===== config.mk =====
export PLATFORM = sky130hd
export DESIGN_NAME = hazard_ctrl
export DESIGN_NICKNAME = d
export VERILOG_FILES = /design/src/rtl/hazard_ctrl.sv
export SDC_FILE = /design/constraint.sdc
export NUM_CORES = 1
export LEC_CHECK = 0
export ABC_AREA = 1
export CAP_MARGIN = 20
export CORE_MARGIN = 2
export CORE_UTILIZATION = 47
export DETAILED_ROUTE_END_ITERATION = 10
export PLACE_DENSITY = 0.76
export RECOVER_POWER = 25
export SYNTH_ARGS = -nofsm -noshare
export SYNTH_HDL_FRONTEND = slang
export SYNTH_SLANG_ARGS = --single-unit

===== constraint.sdc =====
create_clock -name clk -period 2.6 [get_ports clk]
set_clock_uncertainty 0.1 [all_clocks]
set_input_delay 0.39 -clock clk [delete_from_list [all_inputs] [get_ports clk]]
set_output_delay 0.39 -clock clk [all_outputs]
set_load 0.1 [all_outputs]

===== src/rtl/hazard_ctrl.sv =====
`default_nettype none
// ============================================================================
// Module   : hazard_ctrl
// Purpose  : Pipeline hazard controller. Handles load-use stalls, taken
//            branch flushes and data-memory freezes. A branch resolved while
//            the pipeline is frozen is remembered and its flush is replayed
//            after the freeze ends. The block also keeps saturating stall and
//            flush event counters and a sticky freeze watchdog.
// Ports    : clk, rst          - clock, synchronous active-high reset
//            IDEX_MemRead/rd   - load in EX and its destination register
//            IFID_rs1/rs2      - ID source registers (rs2 valid if use_rs2)
//            branch_taken      - EX resolved a taken branch/jump this cycle
//            dmem_busy         - data memory not ready, pipeline holds
//            PC_write, IFID_write, IFID_flush, IDEX_flush, freeze
//                              - combinational pipeline controls
//            stall_cnt, flush_cnt - saturating event counters (CNT_W bits)
//            timeout           - sticky flag, freeze lasted MAX_FREEZE cycles
// Revision : 1.0 - initial release
// ============================================================================
module hazard_ctrl #(
  parameter int CNT_W      = 16,
  parameter int MAX_FREEZE = 64
) (
  input  logic             clk,
  input  logic             rst,
  input  logic             IDEX_MemRead,
  input  logic [4:0]       IDEX_rd,
  input  logic [4:0]       IFID_rs1,
  input  logic [4:0]       IFID_rs2,
  input  logic             IFID_use_rs2,
  input  logic             branch_taken,
  input  logic             dmem_busy,
  output logic             PC_write,
  output logic             IFID_write,
  output logic             IFID_flush,
  output logic             IDEX_flush,
  output logic             freeze,
  output logic [CNT_W-1:0] stall_cnt,
  output logic [CNT_W-1:0] flush_cnt,
  output logic             timeout
);

  typedef enum logic [1:0] {
    ST_RUN    = 2'd0,
    ST_FREEZE = 2'd1,
    ST_REPLAY = 2'd2
  } state_t;

  localparam logic [CNT_W-1:0] C_CNT_MAX    = '1;
  localparam logic [CNT_W-1:0] C_CNT_ONE    = CNT_W'(1);
  localparam logic [7:0]       C_MAX_FREEZE = 8'(MAX_FREEZE);

  state_t           state_q, state_d;
  logic             pend_q, pend_d;
  logic [CNT_W-1:0] stall_cnt_q, stall_cnt_d;
  logic [CNT_W-1:0] flush_cnt_q, flush_cnt_d;
  logic [7:0]       frun_q, frun_d;
  logic             timeout_q, timeout_d;

  logic             load_use;
  logic             do_branch;
  logic             do_stall;

  // x0 is hard-wired to zero, so a load targeting it never creates a hazard.
  assign load_use = IDEX_MemRead && (IDEX_rd != 5'd0) &&
                    ((IDEX_rd == IFID_rs1) ||
                     (IFID_use_rs2 && (IDEX_rd == IFID_rs2)));

  // --------------------------------------------------------------------------
  // Control outputs and next state
  // --------------------------------------------------------------------------
  always_comb begin
    PC_write   = 1'b0;
    IFID_write = 1'b0;
    IFID_flush = 1'b0;
    IDEX_flush = 1'b0;
    freeze     = 1'b0;
    do_branch  = 1'b0;
    do_stall   = 1'b0;
    state_d    = state_q;
    pend_d     = pend_q;

    if (rst) begin
      // All controls low while in reset; state is cleared by the flops.
      state_d = ST_RUN;
      pend_d  = 1'b0;
    end else if (dmem_busy) begin
      // Memory stall dominates everything; a branch seen now is deferred.
      freeze  = 1'b1;
      state_d = ST_FREEZE;
      pend_d  = (state_q == ST_RUN) ? branch_taken : (pend_q | branch_taken);
    end else if (state_q == ST_REPLAY) begin
      // Replay the deferred branch; a live branch_taken is not meaningful here.
      do_branch = 1'b1;
      pend_d    = 1'b0;
      state_d   = ST_RUN;
    end else begin
      // Normal RUN rules, also used on the cycle a freeze releases.
      state_d = ((state_q == ST_FREEZE) && pend_q) ? ST_REPLAY : ST_RUN;
      if (branch_taken) begin
        do_branch = 1'b1;
      end else if (load_use) begin
        do_stall = 1'b1;
      end else begin
        PC_write   = 1'b1;
        IFID_write = 1'b1;
      end
    end

    // IF/ID ignores Flush unless Write is high, so a branch drives both.
    if (do_branch) begin
      PC_write   = 1'b1;
      IFID_write = 1'b1;
      IFID_flush = 1'b1;
      IDEX_flush = 1'b1;
    end
    if (do_stall) begin
      IDEX_flush = 1'b1;
    end
  end

  // --------------------------------------------------------------------------
  // Counters and watchdog next values
  // --------------------------------------------------------------------------
  always_comb begin
    stall_cnt_d = stall_cnt_q;
    flush_cnt_d = flush_cnt_q;
    if (do_stall && (stall_cnt_q != C_CNT_MAX)) begin
      stall_cnt_d = stall_cnt_q + C_CNT_ONE;
    end
    if (do_branch && (flush_cnt_q != C_CNT_MAX)) begin
      flush_cnt_d = flush_cnt_q + C_CNT_ONE;
    end

    // Length of the current freeze run, saturating so it can never wrap
    // back below the threshold.
    if (freeze) begin
      frun_d = (frun_q == 8'hFF) ? frun_q : (frun_q + 8'd1);
    end else begin
      frun_d = 8'd0;
    end
    timeout_d = timeout_q | (frun_d >= C_MAX_FREEZE);
  end

  always_ff @(posedge clk) begin
    if (rst) begin
      state_q     <= ST_RUN;
      pend_q      <= 1'b0;
      stall_cnt_q <= '0;
      flush_cnt_q <= '0;
      frun_q      <= 8'd0;
      timeout_q   <= 1'b0;
    end else begin
      state_q     <= state_d;
      pend_q      <= pend_d;
      stall_cnt_q <= stall_cnt_d;
      flush_cnt_q <= flush_cnt_d;
      frun_q      <= frun_d;
      timeout_q   <= timeout_d;
    end
  end

  assign stall_cnt = stall_cnt_q;
  assign flush_cnt = flush_cnt_q;
  assign timeout   = timeout_q;

endmodule
`default_nettype wire


==> impl_metrics.toml, run 1 <==
[worst_setup_path]
crit_required_ns = 2.11
cp_top_family = "buffers and inverters"
critPathCaptureType = "output port"
worst-r2r-cell-count = 7
crit_path_frequent_cell = "nand2_1"
crit_type = "input pin to output port"
r2r-end = "stall_cnt[14]"
critPathLaunchType = "input pin"
crit-reg2reg-launch = "stall_cnt[0]"
crit_chain = "clkdlybuf4s50_1 > inv_2 > nand2_1 > nand2_1 > nor2_1 > nand3_1 > nand2_2 > nand3_1 > nand2_1 > inv_1 > buf_12"
cp.depth = 11
critPathBufInv = 4
path_max_fanout = 4
worstPathArrival_ns = 1.93
slowest_stage = "clkdlybuf4s50_1"
critPathMaxStageDelay_ns = 0.53
ff2ff_setup_slack_ns = 0.69

[synthesis]
async_flop_share_pct = 0
synth_edf_count = 0
synth_top_area_share_pct = 35.0
synth_warnings = 0
synth.most_common_cell = "nand2_1"
netlist_top_cells_count = "nand2_1 (86), nor2_1 (56), inv_1 (48), dfxtp_1 (44), nand3_1 (27)"
ys_seq_area_share_pct = 35.0
synthCells = 375
synth-main-ff-cell = "dfxtp_1"
syn_nets = 399
syn_area_um2 = 2520
synth.distinct_cells = 35
yosysTopAreaCell = "dfxtp_1"
syn_area_per_cell_um2 = 6.72
synth_area_leaders = "dfxtp_1 (35%), nand2_1 (13%), nor2_1 (8.3%), inv_1 (7.2%), nand3_1 (5.4%)"
ys_ff_latch = 44

[min_path]
hold_start = "pend_q"
whs_endpoint = "state_q[1]"
holdPathStages = 2
min_path_type = "flop to flop"

[clock_tree]
cts_tree = "done"
ctsResizeCount = 0
cts_setup_buffers = 0
cts_root_buffer = "clkbuf_8"
cts_sinks = 44
clockBufferDepth = 2
clk_pin_slew_ns = 0.08
hold_buffers = 0
cts_buffers = 5
cts_max_level = 2
worstSkewPairLatency_ns = 0.30

[global_routing]
overflow = 0
grt_pass1_wl_um = 9840
grt_pass1_vias = 2274
grtUsageTotal_pct = 20.0
grt_max_degree = 29
antenna_found_initial = 0

[sta]
setup_violations = 0
worstMarginPinSlew_ns = 1.18
relSlewSlack_pct = 21.4
fin_tns_setup_ns = 0
period_share_pct = 93.0
hold_viol = 0
max_freq_mhz = 413
slew_viol_final = 0
rsz0062_at_grt = "no"
fin_crit_ns = 2.42

[drt]
wire_per_inst_um = 11.1
first_pass_iters = 5
final_antenna_net_count = 0
wl_um = 5600
dr_total_vias = 2525
drc_errors = 0
initialDrtViolationCount = 62
viasPerCell = 5.00

[run_status]
status = "finished clean"

[place]
place.gp.congestion = 0.870
hpwl_um = 4370
port_buffers = 58
dp_cells = 498

[job]
drv_cap = 0

[die]
initial_core_util_pct = 49.0
core_area_um2 = 5140
dieArea_um2 = 5960
die_h_um = 77.2
std_cell_rows = 26
die_w_um = 77.2
io_pins = 59

[layout]
regArea_um2 = 881
multiInputGateArea_um2 = 1380
diodes = 0
final_nets = 459
fill_cells = 504
fin_cells = 505
area_delta_synth_final_pct = 24.3
drive_above_1_share_pct = 14.3

[pwr]
powerDensity_nw_per_um2 = 402
vdd_ir_drop_max_v = 0.000233
cellLeakagePower_nw = 1.28
placed cells by master, fill, tap and decap left out, types with 3 or more instances in the layout:
cell type,Yosys,routed
dfxtp_1,44,44
o21ai_1,4,4
nand3_1,27,27
nor2_1,56,56
nor3_1,7,7
nor2_4,2,3
nand2_1,86,86
nand4_1,9,9
clkbuf_1,1,17
nand3_2,3,3
ha_1,3,3
o21ai_0,13,13
clkbuf_8,0,5
xor2_1,4,4
clkdlybuf4s50_1,0,19
a21oi_1,20,20
buf_12,1,5
buf_4,1,18
a31oi_1,4,4
inv_2,7,7
inv_1,48,48
a21oi_2,10,10
xnor2_1,4,4
per-stage QoR:
| step | util, % | instance area [um^2] | setup slack [ns] | hold slack, ns | total power, W |
|---|---|---|---|---|---|
| finish | 60.9 | 3130 | 0.181 | 0.373 | 0.00126 |
| global route | 60.9 | 3130 | 0.0149 | 0.394 | 0.00132 |
| CTS | 62.2 | 3200 | 0.179 | 0.374 | 0.00129 |
| detailed placement | 60.6 | 3120 | 0.138 | 0.368 | 0.000867 |
| global placement | 60.6 | 3120 | 0.180 | 0.353 | 0.000865 |
| floorplan | - | 2530 | 0.114 | 0.337 | 0.000797 |
how the worst max path moves through the flow:
stage                            start       endpoint  slack [ns]
after floorplan           stall_cnt[0]  stall_cnt[14]        0.11
after global placement      IDEX_rd[2]       PC_write        0.18
after detailed placement    IDEX_rd[2]   stall_cnt[8]        0.14
after CTS                   IDEX_rd[2]     IFID_write        0.18
after global routing        IDEX_rd[2]     IFID_write        0.01
final                       IDEX_rd[2]     IFID_write        0.18
state kept, by name (all words and copies together) (netlist names):
| name | flops |
|---|---|
| pend_q | 1 |
| flush_cnt | 16 |
| state_q | 2 |
| timeout | 1 |
| frun_q | 8 |
| stall_cnt | 16 |
logic make-up (layout without fill, tap and decap cells):
logic type                 Yosys count  count (layout)  synth area share (%)
AOI/OAI and AO/OA                   53              53                  12.4
xor gates and xnor gates             8               8                  2.78
adders and majority gates            3               3                  1.49
buffers and inverters               62             122                  10.6
DFF                                 44              44                  35.0
and+or+nand+nor                    205             205                  37.8
layer usage:
layer	vias to the layer above	global-route usage, %	routed length [um]
met5	-	0	0
met4	0	6.96	81
met3	7	3.76	306
met2	58	33.9	2620
met1	1142	25.3	2590
li1	1318	-	-
worst min-delay path, delay by kind of cell (launching register included):
family        cells  cell delay (ns)
flops             1             0.33
simple gates      1             0.05
buf+inv           1             0.06
where the power goes:
part           switching, W  total (W)  leakage, nW  internal (W)
Sequential       0.00000487   0.000683        0.355      0.000678
Combinational      0.000101   0.000165        0.880     0.0000639
Clock              0.000230   0.000412       0.0400      0.000182
Total              0.000336    0.00126         1.28      0.000924
cell type report:
cell class	instances	share of cell area, %
clock buffers	5	2.20
inverters	55	6.59
clock inverters	2	0.400
flip-flops and latches	44	28.1
repair buffers	60	15.9
multi-input cells	269	43.9
well taps	70	2.80
Note: power is estimated with default switching activity, not from simulation.
==> inputs of run 2 (changes only) <==
--- a/config.mk
+++ b/config.mk
@@ -6,7 +6,6 @@
 export NUM_CORES = 1
 export LEC_CHECK = 0
 export ABC_AREA = 1
-export CAP_MARGIN = 20
 export CORE_MARGIN = 2
 export CORE_UTILIZATION = 47
 export DETAILED_ROUTE_END_ITERATION = 10
==> results of run 2 <==
No change in the layout: final DEF, timing and power equal those of run 1.
==> patch 1: new RTL, settings of run 2 <==
Change the parameter `CNT_W` from 16 to 18.
--- a/src/rtl/hazard_ctrl.sv
+++ b/src/rtl/hazard_ctrl.sv
@@ -18,7 +18,7 @@
 // Revision : 1.0 - initial release
 // ============================================================================
 module hazard_ctrl #(
-  parameter int CNT_W      = 16,
+  parameter int CNT_W      = 18,
   parameter int MAX_FREEZE = 64
 ) (
   input  logic             clk,
Interface: changed (resized flush_cnt and stall_cnt); port bits go from 59 to 63. No check against the original RTL was run, so the function may have changed too.
==> patch 1 against run 2 <==
Total power rose by 8.0%; sequential cell count rose by 4; combinational power fell by 4%; setup slack improved by 0.036 ns; design area rose by 12%; wire length rose by 18%; area after synthesis rose by 14%; critical path type unchanged; critical endpoint is now IDEX_flush; largest power group unchanged; highest routed layer unchanged.
==> patch 1: results (changes against run 2) <==
metric,value,unit,change
status,completed,,
post-DP HPWL,4.940,mm,+13%
cell count of the worst hold path,1,,-1
critical path's largest stage delay,0.58,ns,+0.05 ns
initial antenna violation count,0,,unchanged
routability cong.,0.8781,,+0.98%
first-pass GRT wire length,10.92,mm,+11%
clock latency on the worst-skew pair,0.30,ns,about the same
"Avg Cell Area, Syn",6.576,µm²,-2.1%
syn nets,462,,+16%
Filler cells,582,,+15%
Nets,522,,+14%
Final Non-Filler Cells,574,,+14%
Slowest cell on crit path,dlygate4sd3_1,,
synth top area cells,"dfxtp_1 (33%), nand2_1 (18%), a21oi_1 (7.1%)",,
pin count of the biggest net entering global routing,22,,-24%
routed wire length,6.631,mm,+18%
vias per cell,4.949,,-1.0%
Iteration-0 DRC Markers,136,,+120%
"Seq/Total Area, Yosys",33.36,%,-1.6 points
vias in the first global route,2528,,+11%
Worst Tran Pin Value,1.169,ns,-0.01503 ns
crit-path max FO,3,,-1
Netlist cell types,33,,-5.7%
Detailed Routing Iterations Pass 1,4,,-1
WP data arrival,1.89,ns,-0.04 ns
placed cells,566,,+14%
Total GRT Usage,20.21,%,+0.24 points
worst hold path type,reg -> reg,,
top post-synthesis cells by count,"nand2_1 (141), inv_1 (50), dfxtp_1 (48)",,
static leakage,1.430,nW,+12%
maximum vdd drop,0.2616,mV,+12%
Max clock buf depth,2,,unchanged
share of cells above drive strength 1,9.218,%,-5.0 points
IO Port Bufs,62,,+6.9%
CTS Buf Count,5,,unchanged
==> patch 1: layout make-up <==
class,instances,area (µm²),share of cell area (%)
clock buffers,8,90.09,2.558
inverters,53,198.9,5.648
multi-input cells,326,1659,47.10
flip-flops and latches,48,962.2,27.32
well taps,75,93.84,2.664
repair buffers,64,518.0,14.71
==> patch 1: report_power, final <==
| part | internal, mW | switching (mW) | leakage (nW) |
|---|---|---|---|
| clock network | 0.217 | 0.242 | 0.0455 |
| logic | 0.0613 | 0.0971 | 0.997 |
| registers | 0.739 | 0.00413 | 0.388 |
| total | 1.02 | 0.343 | 1.43 |
==> patch 1: final timing paths <==
path / to / from / slack, ns
max: IDEX_flush / rst / 0.22
min: state_q[1]$_SDFF_PP0_ / state_q[1]$_SDFF_PP0_ / 0.36
max reg2reg: stall_cnt[15]$_SDFFE_PP0P_ / stall_cnt[0]$_SDFFE_PP0P_ / 0.42
min reg2reg: state_q[1]$_SDFF_PP0_ / state_q[1]$_SDFF_PP0_ / 0.36
==> patch 1: cells by family after synthesis <==
| family | count (synthesis) | synth area share [%] |
|---|---|---|
| DFF | 48 | 33.36 |
| and+or+nand+nor | 240 | 37.10 |
| buffers and inverters | 64 | 9.209 |
| xor gates and xnor gates | 30 | 9.122 |
| AOI/OAI and AO/OA | 53 | 9.905 |
| adders and majority gates | 3 | 1.303 |
==> patch 1: layer usage <==
metal  up-vias  track usage (%)  share of wire (%)
li1       1500                -                  -
met5         -                0                  0
met2        85            34.76                 45
met1      1251            25.44                 47
met3         5            3.696                6.6
met4         0            6.500                1.3
==> patch 1: worst max-delay path: cells and delay by family <==
kind / cells / cell delay [ns]
buffers and inverters: 3 / 0.84
and+or+nand+nor: 4 / 0.65
==> patch 1: through the flow <==
step / hold WS [ns] / setup WS [ns] / utilization, % / power, mW / cell area, µm²
floorplan: 0.3215 / 0.01472 / - / 0.8554 / 2889
global placement: 0.3349 / 0.3042 / 59.28 / 0.9185 / 3510
detailed placement: 0.3424 / 0.2550 / 59.28 / 0.9208 / 3510
CTS: 0.3594 / 0.2623 / 60.80 / 1.375 / 3600
global route: 0.3790 / 0.08900 / 59.49 / 1.420 / 3522
finish: 0.3613 / 0.2179 / 59.49 / 1.361 / 3522
==> patch 2: new RTL, flow settings as in run 2 <==
Made on the original files. Re-encode `state_t` (3 states) as one-hot, 3 bits wide.
--- a/src/rtl/hazard_ctrl.sv
+++ b/src/rtl/hazard_ctrl.sv
@@ -40,10 +40,10 @@
   output logic             timeout
 );
 
-  typedef enum logic [1:0] {
-    ST_RUN    = 2'd0,
-    ST_FREEZE = 2'd1,
-    ST_REPLAY = 2'd2
+  typedef enum logic [2:0] {
+    ST_RUN    = 3'b001,
+    ST_FREEZE = 3'b010,
+    ST_REPLAY = 3'b100
   } state_t;
 
   localparam logic [CNT_W-1:0] C_CNT_MAX    = '1;
Function: no difference found for any inputs over 10 cycles, from zero or initial values and one cycle with rst high; not proved beyond that.
==> patch 2 against run 2 <==
Total power is 2.2% higher; sequential cell count is 1 higher; wire length grew 1.3%; clock power grew 3%; critical path depth decreased by 7; final cell count increased by 0.79%; setup slack better by 0.031 ns; die area increased by 0.47%; design area rose by 0.40%; global-route usage is 0.55 points lower; area after synthesis up 0.50%; largest cell class unchanged.
==> patch 2: results (changes against run 2) <==
metric,value,unit,change
synth top area cells,"dfxtp_1 (36%), nand2_1 (14%), nor2_1 (8.3%)",,
status,completed,,
Worst Tran Pin Value,1.182,ns,-0.001953 ns
maximum vdd drop,0.2760,mV,+18%
share of cells above drive strength 1,12.53,%,-1.7 points
vias in the first global route,2233,,-1.8%
routability cong.,0.8972,,+3.2%
critical path's largest stage delay,0.49,ns,-0.04 ns
"Avg Cell Area, Syn",6.696,µm²,-0.30%
Crit Reg-Reg Endpoint,stall_cnt[8]$_SDFFE_PP0P_,,
WL/cell,11.15,µm,+0.54%
placed cells,501,,+0.60%
Nets,462,,+0.65%
post-DP HPWL,4.347,mm,-0.46%
Detailed Routing Iterations Pass 1,4,,-1
hold_ws,0.3843,ns,+0.01088 ns
syn nets,402,,+0.75%
Psw,0.3422,mW,+1.8%
Total GRT Usage,19.42,%,-0.55 points
worst reg2reg path depth,9,,+2
static leakage,1.310,nW,+2.7%
crit-path max FO,13,,+9
first-pass GRT wire length,9.515,mm,-3.3%
top post-synthesis cells by count,"nand2_1 (92), nor2_1 (56), dfxtp_1 (45)",,
Netlist cell types,37,,+5.7%
via count,2529,,+0.16%
hold endpoint,frun_q[5]$_SDFF_PP0_,,
"Seq/Total Area, Yosys",35.59,%,+0.62 points
hold path startpoint,frun_q[5]$_SDFF_PP0_,,
-- patch 2: cell types whose count changed in the layout (fill, tap and decap cells not counted), sizes merged, moves of 2 or more --
cell | run 2 | this run
a21oi | 30 | 28
clkinv | 1 | 3
inv | 55 | 50
o21ai | 17 | 15
nor2 | 62 | 64
nand2 | 88 | 95
-- patch 2: per-layer routing --
layer	track usage, %	part of all wire, %	routed length (µm)	up-vias
li1	-	-	-	1333
met1	23.41	46	2600	1147
met2	34.17	49	2797	44
met3	4.535	4.0	225	5
met4	6.071	0.93	53	0
met5	0	0	0	-
-- patch 2: final cells by class --
cell class / instances / area (µm²)
Fill cell: 516 / 1996
Multi-Input combinational cell: 275 / 1380
Sequential cell: 45 / 900.9
Timing Repair Buffer: 60 / 499.2
Inverter: 51 / 193.9
Tap cell: 70 / 87.58
Clock buffer: 6 / 72.57
Clock inverter: 2 / 10.01
-- patch 2: worst max path at each step --
stage / startpoint / to / slack (ns) / cells after the start
after global placement: IDEX_rd[4] / IFID_write / 0.28 / 11
after floorplan: state_q[0]$_SDFF_PP1_ / IDEX_flush / 0.15 / 5
after global routing: rst / freeze / 0.11 / 4
after detailed placement: IDEX_rd[4] / PC_write / 0.23 / 11
final: rst / freeze / 0.21 / 4
after CTS: IDEX_rd[4] / PC_write / 0.23 / 11
-- patch 2: stage by stage --
stage,instance area [µm²],utilization [%]
detailed placement,3136,61.00
global route,3144,61.17
global placement,3136,61.00
floorplan,2539,-
CTS,3218,62.61
finish,3144,61.17
-- patch 2: cells by family after synthesis --
logic type	after synthesis	synth area share (%)
xor+xnor	9	3.114
flops	45	35.59
simple gates	214	39.25
buf+inv	58	9.788
fa+ha+maj	3	1.483
compound gates	49	10.78
-- patch 2: worst min-delay path, stage by stage (launching register included) --
cell     delay (ns)
dfxtp_1        0.34
a21oi_1        0.04
nor2_1         0.07
-- patch 2: power by group through the flow --
stage,logic (mW),registers [mW],clock network (mW)
after global routing,0.177,0.701,0.467
after global placement,0.166,0.716,0
final,0.165,0.700,0.423
after floorplan,0.0912,0.724,0
after detailed placement,0.169,0.716,0
after CTS,0.169,0.700,0.433
